--- config.mk ---
export PLATFORM = sky130hd
export DESIGN_NAME = toysram_scan_ctl_flat
export DESIGN_NICKNAME = d
export VERILOG_FILES = /design/src/rtl/toysram_scan_ctl_if.sv /design/src/rtl/toysram_scan_ctl.sv /design/src/flat_wrapper.sv
export SDC_FILE = /design/constraint.sdc
export NUM_CORES = 1
export LEC_CHECK = 0
export BUFFER_PORTS_ARGS = -buffer_cell sky130_fd_sc_hd__buf_4
export CORE_MARGIN = 4
export CORE_UTILIZATION = 40
export CTS_CLUSTER_SIZE = 10
export DETAILED_ROUTE_END_ITERATION = 8
export GPL_TIMING_DRIVEN = 0
export HOLD_SLACK_MARGIN = 0.05
export PLACE_DENSITY_LB_ADDON = 0.12
export SYNTH_ARGS = -nofsm -noshare
export SYNTH_HDL_FRONTEND = slang
export SYNTH_SLANG_ARGS = --single-unit
--- constraint.sdc ---
create_clock -name wb_clk_i -period 1.69 [get_ports wb_clk_i]
set_clock_uncertainty 0.15 [all_clocks]
set_input_delay 0.169 -clock wb_clk_i [delete_from_list [all_inputs] [get_ports wb_clk_i]]
set_output_delay 0.169 -clock wb_clk_i [all_outputs]
set_load 0.02 [all_outputs]
--- src/rtl/toysram_scan_ctl_if.sv ---
// Host-side control bus of the scan controller: request, chain select, data and status.
interface toysram_scan_ctl_if #(
  parameter int unsigned LEN = 32,
  parameter int unsigned CSW = 1
);
  logic           start;
  logic           abort;
  logic [CSW-1:0] chain_sel;
  logic [LEN-1:0] wdata;
  logic [LEN-1:0] rdata;
  logic           busy;
  logic           done;
  logic           err;

  modport master (
    output start, abort, chain_sel, wdata,
    input  rdata, busy, done, err
  );

  modport slave (
    input  start, abort, chain_sel, wdata,
    output rdata, busy, done, err
  );
endinterface

--- src/rtl/toysram_scan_ctl.sv ---
// Serial scan controller: shifts wdata into one of NCHAIN scan chains while
// capturing the chain's previous contents into rdata, using a divided scan clock.
module toysram_scan_ctl #(
  parameter int unsigned NCHAIN = 2,
  parameter int unsigned LEN    = 32,
  parameter int unsigned DIV    = 4,
  parameter int unsigned CSW    = (NCHAIN > 1) ? $clog2(NCHAIN) : 1
) (
  input  logic              wb_clk_i,
  input  logic              wb_rst_i,
  toysram_scan_ctl_if.slave bus,
  output logic [NCHAIN-1:0] scan_te,
  output logic [NCHAIN-1:0] scan_clk,
  output logic [NCHAIN-1:0] scan_in,
  input  logic [NCHAIN-1:0] scan_out
);
  localparam int unsigned PW = (DIV > 1) ? $clog2(DIV) : 1;
  localparam int unsigned BW = (LEN > 1) ? $clog2(LEN) : 1;

  typedef enum logic [2:0] {IDLE, SETUP, LOW, HIGH, HOLD, DONE} state_t;

  state_t            state, state_nx;
  logic [PW-1:0]     ph, ph_nx;
  logic [BW-1:0]     bit_cnt, bit_nx;
  logic [LEN-1:0]    sr, sr_nx;
  logic [CSW-1:0]    sel, sel_nx;
  logic [LEN-1:0]    rdata_nx;
  logic              busy_nx, done_nx, err_nx;
  logic [NCHAIN-1:0] te_nx, clk_nx, in_nx, sel_mask, cur_mask;
  logic              ph_last, sel_ok;

  assign ph_last  = (ph == PW'(DIV - 1));
  assign sel_ok   = (32'(bus.chain_sel) < NCHAIN);
  assign cur_mask = NCHAIN'(1) << sel;

  // Next-state, datapath and next-pin values; every pin is registered below.
  always_comb begin
    state_nx = state;
    ph_nx    = ph;
    bit_nx   = bit_cnt;
    sr_nx    = sr;
    sel_nx   = sel;
    rdata_nx = bus.rdata;
    done_nx  = 1'b0;
    err_nx   = 1'b0;
    busy_nx  = 1'b0;
    te_nx    = '0;
    clk_nx   = '0;
    in_nx    = '0;
    sel_mask = '0;

    if (state != IDLE && state != DONE) ph_nx = ph_last ? '0 : ph + PW'(1);

    unique case (state)
      IDLE: begin
        if (bus.start) begin
          if (sel_ok) begin
            state_nx = SETUP;
            sr_nx    = bus.wdata;
            sel_nx   = bus.chain_sel;
            ph_nx    = '0;
            bit_nx   = '0;
          end else begin
            err_nx = 1'b1;
          end
        end
      end
      SETUP: if (ph_last) state_nx = LOW;
      LOW: begin
        // Capture the chain output before scan_clk rises on the same edge.
        if (ph_last) begin
          state_nx          = HIGH;
          sr_nx             = sr >> 1;
          sr_nx[LEN-1]      = |(scan_out & cur_mask);
        end
      end
      HIGH: begin
        if (ph_last) begin
          if (bit_cnt == BW'(LEN - 1)) begin
            state_nx = HOLD;
          end else begin
            state_nx = LOW;
            bit_nx   = bit_cnt + BW'(1);
          end
        end
      end
      HOLD: begin
        if (ph_last) begin
          state_nx = DONE;
          rdata_nx = sr;
          done_nx  = 1'b1;
        end
      end
      DONE:    state_nx = IDLE;
      default: state_nx = IDLE;
    endcase

    if (state != IDLE) begin
      if (bus.start) err_nx = 1'b1;
      if (bus.abort) begin
        state_nx = IDLE;
        ph_nx    = '0;
        bit_nx   = '0;
        rdata_nx = bus.rdata;
        done_nx  = 1'b0;
      end
    end

    sel_mask = NCHAIN'(1) << sel_nx;
    busy_nx  = (state_nx != IDLE);
    if (state_nx inside {SETUP, LOW, HIGH, HOLD}) te_nx = sel_mask;
    if (state_nx == HIGH) clk_nx = sel_mask;
    // scan_in is reloaded only on entry to LOW and held through the following HIGH.
    if (state_nx == LOW && state != LOW) in_nx = sr[0] ? sel_mask : '0;
    else if (state_nx inside {LOW, HIGH}) in_nx = scan_in;
  end

  always_ff @(posedge wb_clk_i) begin
    if (wb_rst_i) begin
      state     <= IDLE;
      ph        <= '0;
      bit_cnt   <= '0;
      sr        <= '0;
      sel       <= '0;
      bus.rdata <= '0;
      bus.busy  <= 1'b0;
      bus.done  <= 1'b0;
      bus.err   <= 1'b0;
      scan_te   <= '0;
      scan_clk  <= '0;
      scan_in   <= '0;
    end else begin
      state     <= state_nx;
      ph        <= ph_nx;
      bit_cnt   <= bit_nx;
      sr        <= sr_nx;
      sel       <= sel_nx;
      bus.rdata <= rdata_nx;
      bus.busy  <= busy_nx;
      bus.done  <= done_nx;
      bus.err   <= err_nx;
      scan_te   <= te_nx;
      scan_clk  <= clk_nx;
      scan_in   <= in_nx;
    end
  end
endmodule

--- src/flat_wrapper.sv ---
// flat-port wrapper written by rule: the top's interface ports become plain ports
module toysram_scan_ctl_flat 
#(
  parameter int unsigned NCHAIN = 2,
  parameter int unsigned LEN    = 32,
  parameter int unsigned DIV    = 4,
  parameter int unsigned CSW    = (NCHAIN > 1) ? $clog2(NCHAIN) : 1
)
  (wb_clk_i, wb_rst_i, scan_te, scan_clk, scan_in, scan_out, bus_start, bus_abort, bus_chain_sel, bus_wdata, bus_rdata, bus_busy, bus_done, bus_err);
  toysram_scan_ctl_if #(.LEN(LEN), .CSW(CSW)) bus_i ();
  input  logic wb_clk_i;
  input  logic wb_rst_i;
  output logic [NCHAIN-1:0] scan_te;
  output logic [NCHAIN-1:0] scan_clk;
  output logic [NCHAIN-1:0] scan_in;
  input  logic [NCHAIN-1:0] scan_out;
  input wire logic [$bits(bus_i.start)-1:0] bus_start;
  input wire logic [$bits(bus_i.abort)-1:0] bus_abort;
  input wire logic [$bits(bus_i.chain_sel)-1:0] bus_chain_sel;
  input wire logic [$bits(bus_i.wdata)-1:0] bus_wdata;
  output wire logic [$bits(bus_i.rdata)-1:0] bus_rdata;
  output wire logic [$bits(bus_i.busy)-1:0] bus_busy;
  output wire logic [$bits(bus_i.done)-1:0] bus_done;
  output wire logic [$bits(bus_i.err)-1:0] bus_err;
  assign bus_i.start = bus_start;
  assign bus_i.abort = bus_abort;
  assign bus_i.chain_sel = bus_chain_sel;
  assign bus_i.wdata = bus_wdata;
  assign bus_rdata = bus_i.rdata;
  assign bus_busy = bus_i.busy;
  assign bus_done = bus_i.done;
  assign bus_err = bus_i.err;
  toysram_scan_ctl #(.NCHAIN(NCHAIN), .LEN(LEN), .DIV(DIV), .CSW(CSW)) u_core (.wb_clk_i(wb_clk_i), .wb_rst_i(wb_rst_i), .bus(bus_i), .scan_te(scan_te), .scan_clk(scan_clk), .scan_in(scan_in), .scan_out(scan_out));
endmodule
==> flow_metrics.tcl <==
set metrics [dict create \
    wl_per_cell_um 15.1 \
    r2r_setup_slack_ps -150 \
    slew_violations 0 \
    crit_fanout 3 \
    grt.busiest_layer "met2" \
    met1_usage_pct 25.4 \
    rows 33 \
    leading_cell_types_by_total_area_after_synthesis "dfxtp_1, mux2i_1, nand2_1, a211oi_1, a21oi_1" \
    drc_errors 0 \
    grt_use_met3_pct 3.18 \
    globalRoute.totalOverflow 0 \
    clkTransAtPathRegs_ps 80 \
    final_core_utilization_pct 64.4 \
    port_buffers 78 \
    setup_ws_ps -147 \
    worst-slew-pin-transition_ps 592 \
    synth_cells 391 \
    synth_area_per_inst_um2 8.84 \
    tritoncts.num_buffers 9 \
    postRouteWirelength_um 9880 \
    cts_root_buffer "clkbuf_8" \
    required_ps 1810 \
    synth.distinct_cells 40 \
    route.vias.total 3301 \
    postSynthRegisterBits 84 \
    dp_hpwl_um 6310 \
    swShare_pct 24.1 \
    slew-limit-headroom_pct 60.6 \
    numClockSinks 84 \
    clock_share_of_power_pct 36.8 \
    final_min_period_over_clock_period_pct 109 \
    ant_nets 0 \
    gpl_wtd_cong 0.830 \
    finalSetupViolations 48 \
    tritoncts "yes" \
    unrepaired_setup_endpoints_after_global_routing "true" \
    grt_util_met2_pct 30.2 \
    clock_latency_ps 350 \
    die-height_um 101 \
    first_pass_grt_wire_length_um 15400 \
    num-nets-final 585 \
    floorplan.die_area_mm2 0.0102 \
    p_per_area_mw_per_mm2 804 \
    cts_htree_levels 3 \
    place_worst_setup_slack_ps -482 \
    synth_area_leader_cell "dfxtp_1" \
    fmax_mhz 544 \
    criticalPathCategory "reg2reg" \
    die_width_um 101 \
    fraction_of_final_layout_cells_sized_beyond_drive_strength_1_pct 35.0 \
    grt_max_degree 14 \
    power.internal_mw 3.26 \
    power.static_leakage_nw 2.13 \
    setup.worst_path.end_class "flip-flop" \
    area_growth_pct 54.6 \
    ys.warnings.count 0 \
    floorplan.io_pins 80 \
    timing.max_cap.violations 0 \
    fillCellCount 710 \
    worst_hold_path_type "in2reg" \
    synth_seq_area_share_pct 48.7 \
    post-synth-top-area-fraction_pct 48.7 \
    failing_checks "setup timing" \
    fin_hold_ws_ps 114 \
    grt_usage_pct 18.7 \
    coreArea_mm2 0.00830 \
    seq_power_share_pct 49.5 \
    maximum_vdd_drop_mv 0.451 \
    antenna-diode-count 0 \
    vias_in_the_first_global_route 3213 \
    final.min_clock_period_ps 1840 \
    data_arrival_time_of_the_critical_path_ps 1960 \
    cts-root-to-sink-buffers 2 \
    final_hold_violation_count 0 \
    combPwrFrac_pct 13.7 \
    cp-start-kind "flip-flop" \
    drt_pre_antenna_iters 4 \
    power.net_switching_mw 1.04 \
    mappedNetlistArea_mm2 0.00346 \
    initial_utilization_pct 41.6 \
    grt_antenna_before_repair 0 \
    drtIter0Drc 90 \
    outcome "finished, violations left" \
    ratio_of_routed_vias_to_standard_cells 5.05 \
    postSynthNetCount 432 \
]
synthesized netlist by cell type:
library cell and number:
a41o_1 1, nor3b_1 1, or3_1 4, and4_1 1
nand2_1 73, a21oi_1 40, nand2b_1 2, buf_6 3
and3b_1 2, nor4b_1 1, a31oi_1 1, nand4_1 3
a22oi_1 1, ha_1 2, o211ai_1 3, mux2_2 1
a32oi_1 1, or2_2 1, a21boi_0 1, and4b_1 1
nand3b_1 2, a211oi_1 33, nor2_1 43, o2bb2ai_1 1
nor3_1 2, dfxtp_1 84, o31a_1 2, buf_4 1
o31ai_1 1, buf_2 12, mux2i_1 34, o311a_4 1
or4b_1 1, nand3_1 4, inv_1 5, nand4b_1 1
nor2b_1 1, a21o_1 3, clkbuf_1 16, xor2_1 1
layer usage:
metal	part of all wire [%]	vias up	wire length (um)
li1	-	1665	-
met1	46	1545	4510
met2	48	78	4750
met3	5.0	13	490
met4	1.3	0	131
met5	0	-	0
power by group through the flow:
stage                     clock, mW  combinational [mW]  sequential (mW)
after floorplan                   0               0.239             2.16
after global placement            0               0.380             2.16
after detailed placement          0               0.386             2.17
after CTS                      1.61               0.508             2.12
after global routing           1.69               0.637             2.14
final                          1.58               0.590             2.13
final timing paths:
check | startpoint | to | depth (start not counted)
worst max-delay path | u_core.state[1] | u_core.scan_te[1] | 4
worst min-delay path | scan_out[0] | u_core.sr[31] | 5
worst max register to register | u_core.state[1] | u_core.scan_te[1] | 4
worst min register to register | u_core.bus.rdata[13] | u_core.bus.rdata[13] | 2
sequential cells by signal (all words and copies together), names as in the netlist:
register          count
u_core.bit_cnt        5
u_core.sel            1
u_core.bus.done       1
u_core.scan_in        2
u_core.bus.err        1
u_core.state          3
u_core.bus.busy       1
u_core.scan_te        2
u_core.bus.rdata     32
u_core.scan_clk       2
u_core.sr            32
u_core.ph             2
critical path, stage by stage, from the launching register on:
cell and delay (ps):
dfxtp_2 330, or4b_4 550, o311a_4 150, o31a_1 350
a211oi_2 240
timing repair:
action                                  4_1_cts  5_1_grt
endpoints found under the setup margin       78       76
gates resized for setup                      38       60
buffers inserted                             17        8
pin swaps                                     9       43
gates cloned                                  1        4
hold endpoints to repair                     40        0
hold buffers                                 35        0
cell type report:
| type | instances | area [um2] | share of cell area [%] |
|---|---|---|---|
| multi-input cells | 270 | 1760 | 33.0 |
| inverters | 5 | 18.8 | 0.351 |
| plain buffers | 31 | 268 | 5.01 |
| clock buffers | 12 | 145 | 2.72 |
| flip-flops and latches | 84 | 1700 | 31.7 |
| clock inverters | 4 | 72.6 | 1.36 |
| well taps | 105 | 131 | 2.46 |
| repair buffers | 143 | 1250 | 23.4 |
kinds of logic (layout without fill, tap and decap cells):
family          after synthesis  count (layout)  share of synthesized area [%]
xor+xnor                      1               1                          0.253
simple gates                143             143                           18.0
flops                        84              84                           48.7
buf+inv                      37             195                           5.21
mux                          35              35                           10.2
compound gates               89              89                           17.0
fa+ha+maj                     2               2                          0.724
placed cells by master, fill, tap and decap left out, types with 2 or more instances in the layout:
master and n:
clkbuf_2 3, o211ai_1 3, a211oi_1 23, buf_4 103
buf_2 2, buf_12 2, a21oi_1 39, nand3b_1 2
bufinv_16 2, nand3_1 3, dfxtp_2 5, clkbuf_16 3
inv_1 4, nand2b_1 2, or3_1 3, dfxtp_4 2
a21o_1 3, mux2i_1 28, a211oi_2 10, nor2_2 10
mux2i_2 5, nand2_1 73, buf_8 4, clkbuf_4 3
buf_6 10, nand4_1 3, and3b_1 2, dlygate4sd3_1 35
nor2_1 33, clkbuf_1 10, o31a_1 2, dfxtp_1 77
clkbuf_8 10
stage by stage:
step	total power [mW]	cell area, um2	TNS (ps)	cells
finish	4.30	5340	-2180	654
global route	4.47	5340	-8010	654
CTS	4.23	5040	-3510	643
detailed placement	2.55	4190	-22990	574
global placement	2.54	4190	-19520	574
floorplan	2.40	3470	-127	391
Power figures use the tool's default switching activity.
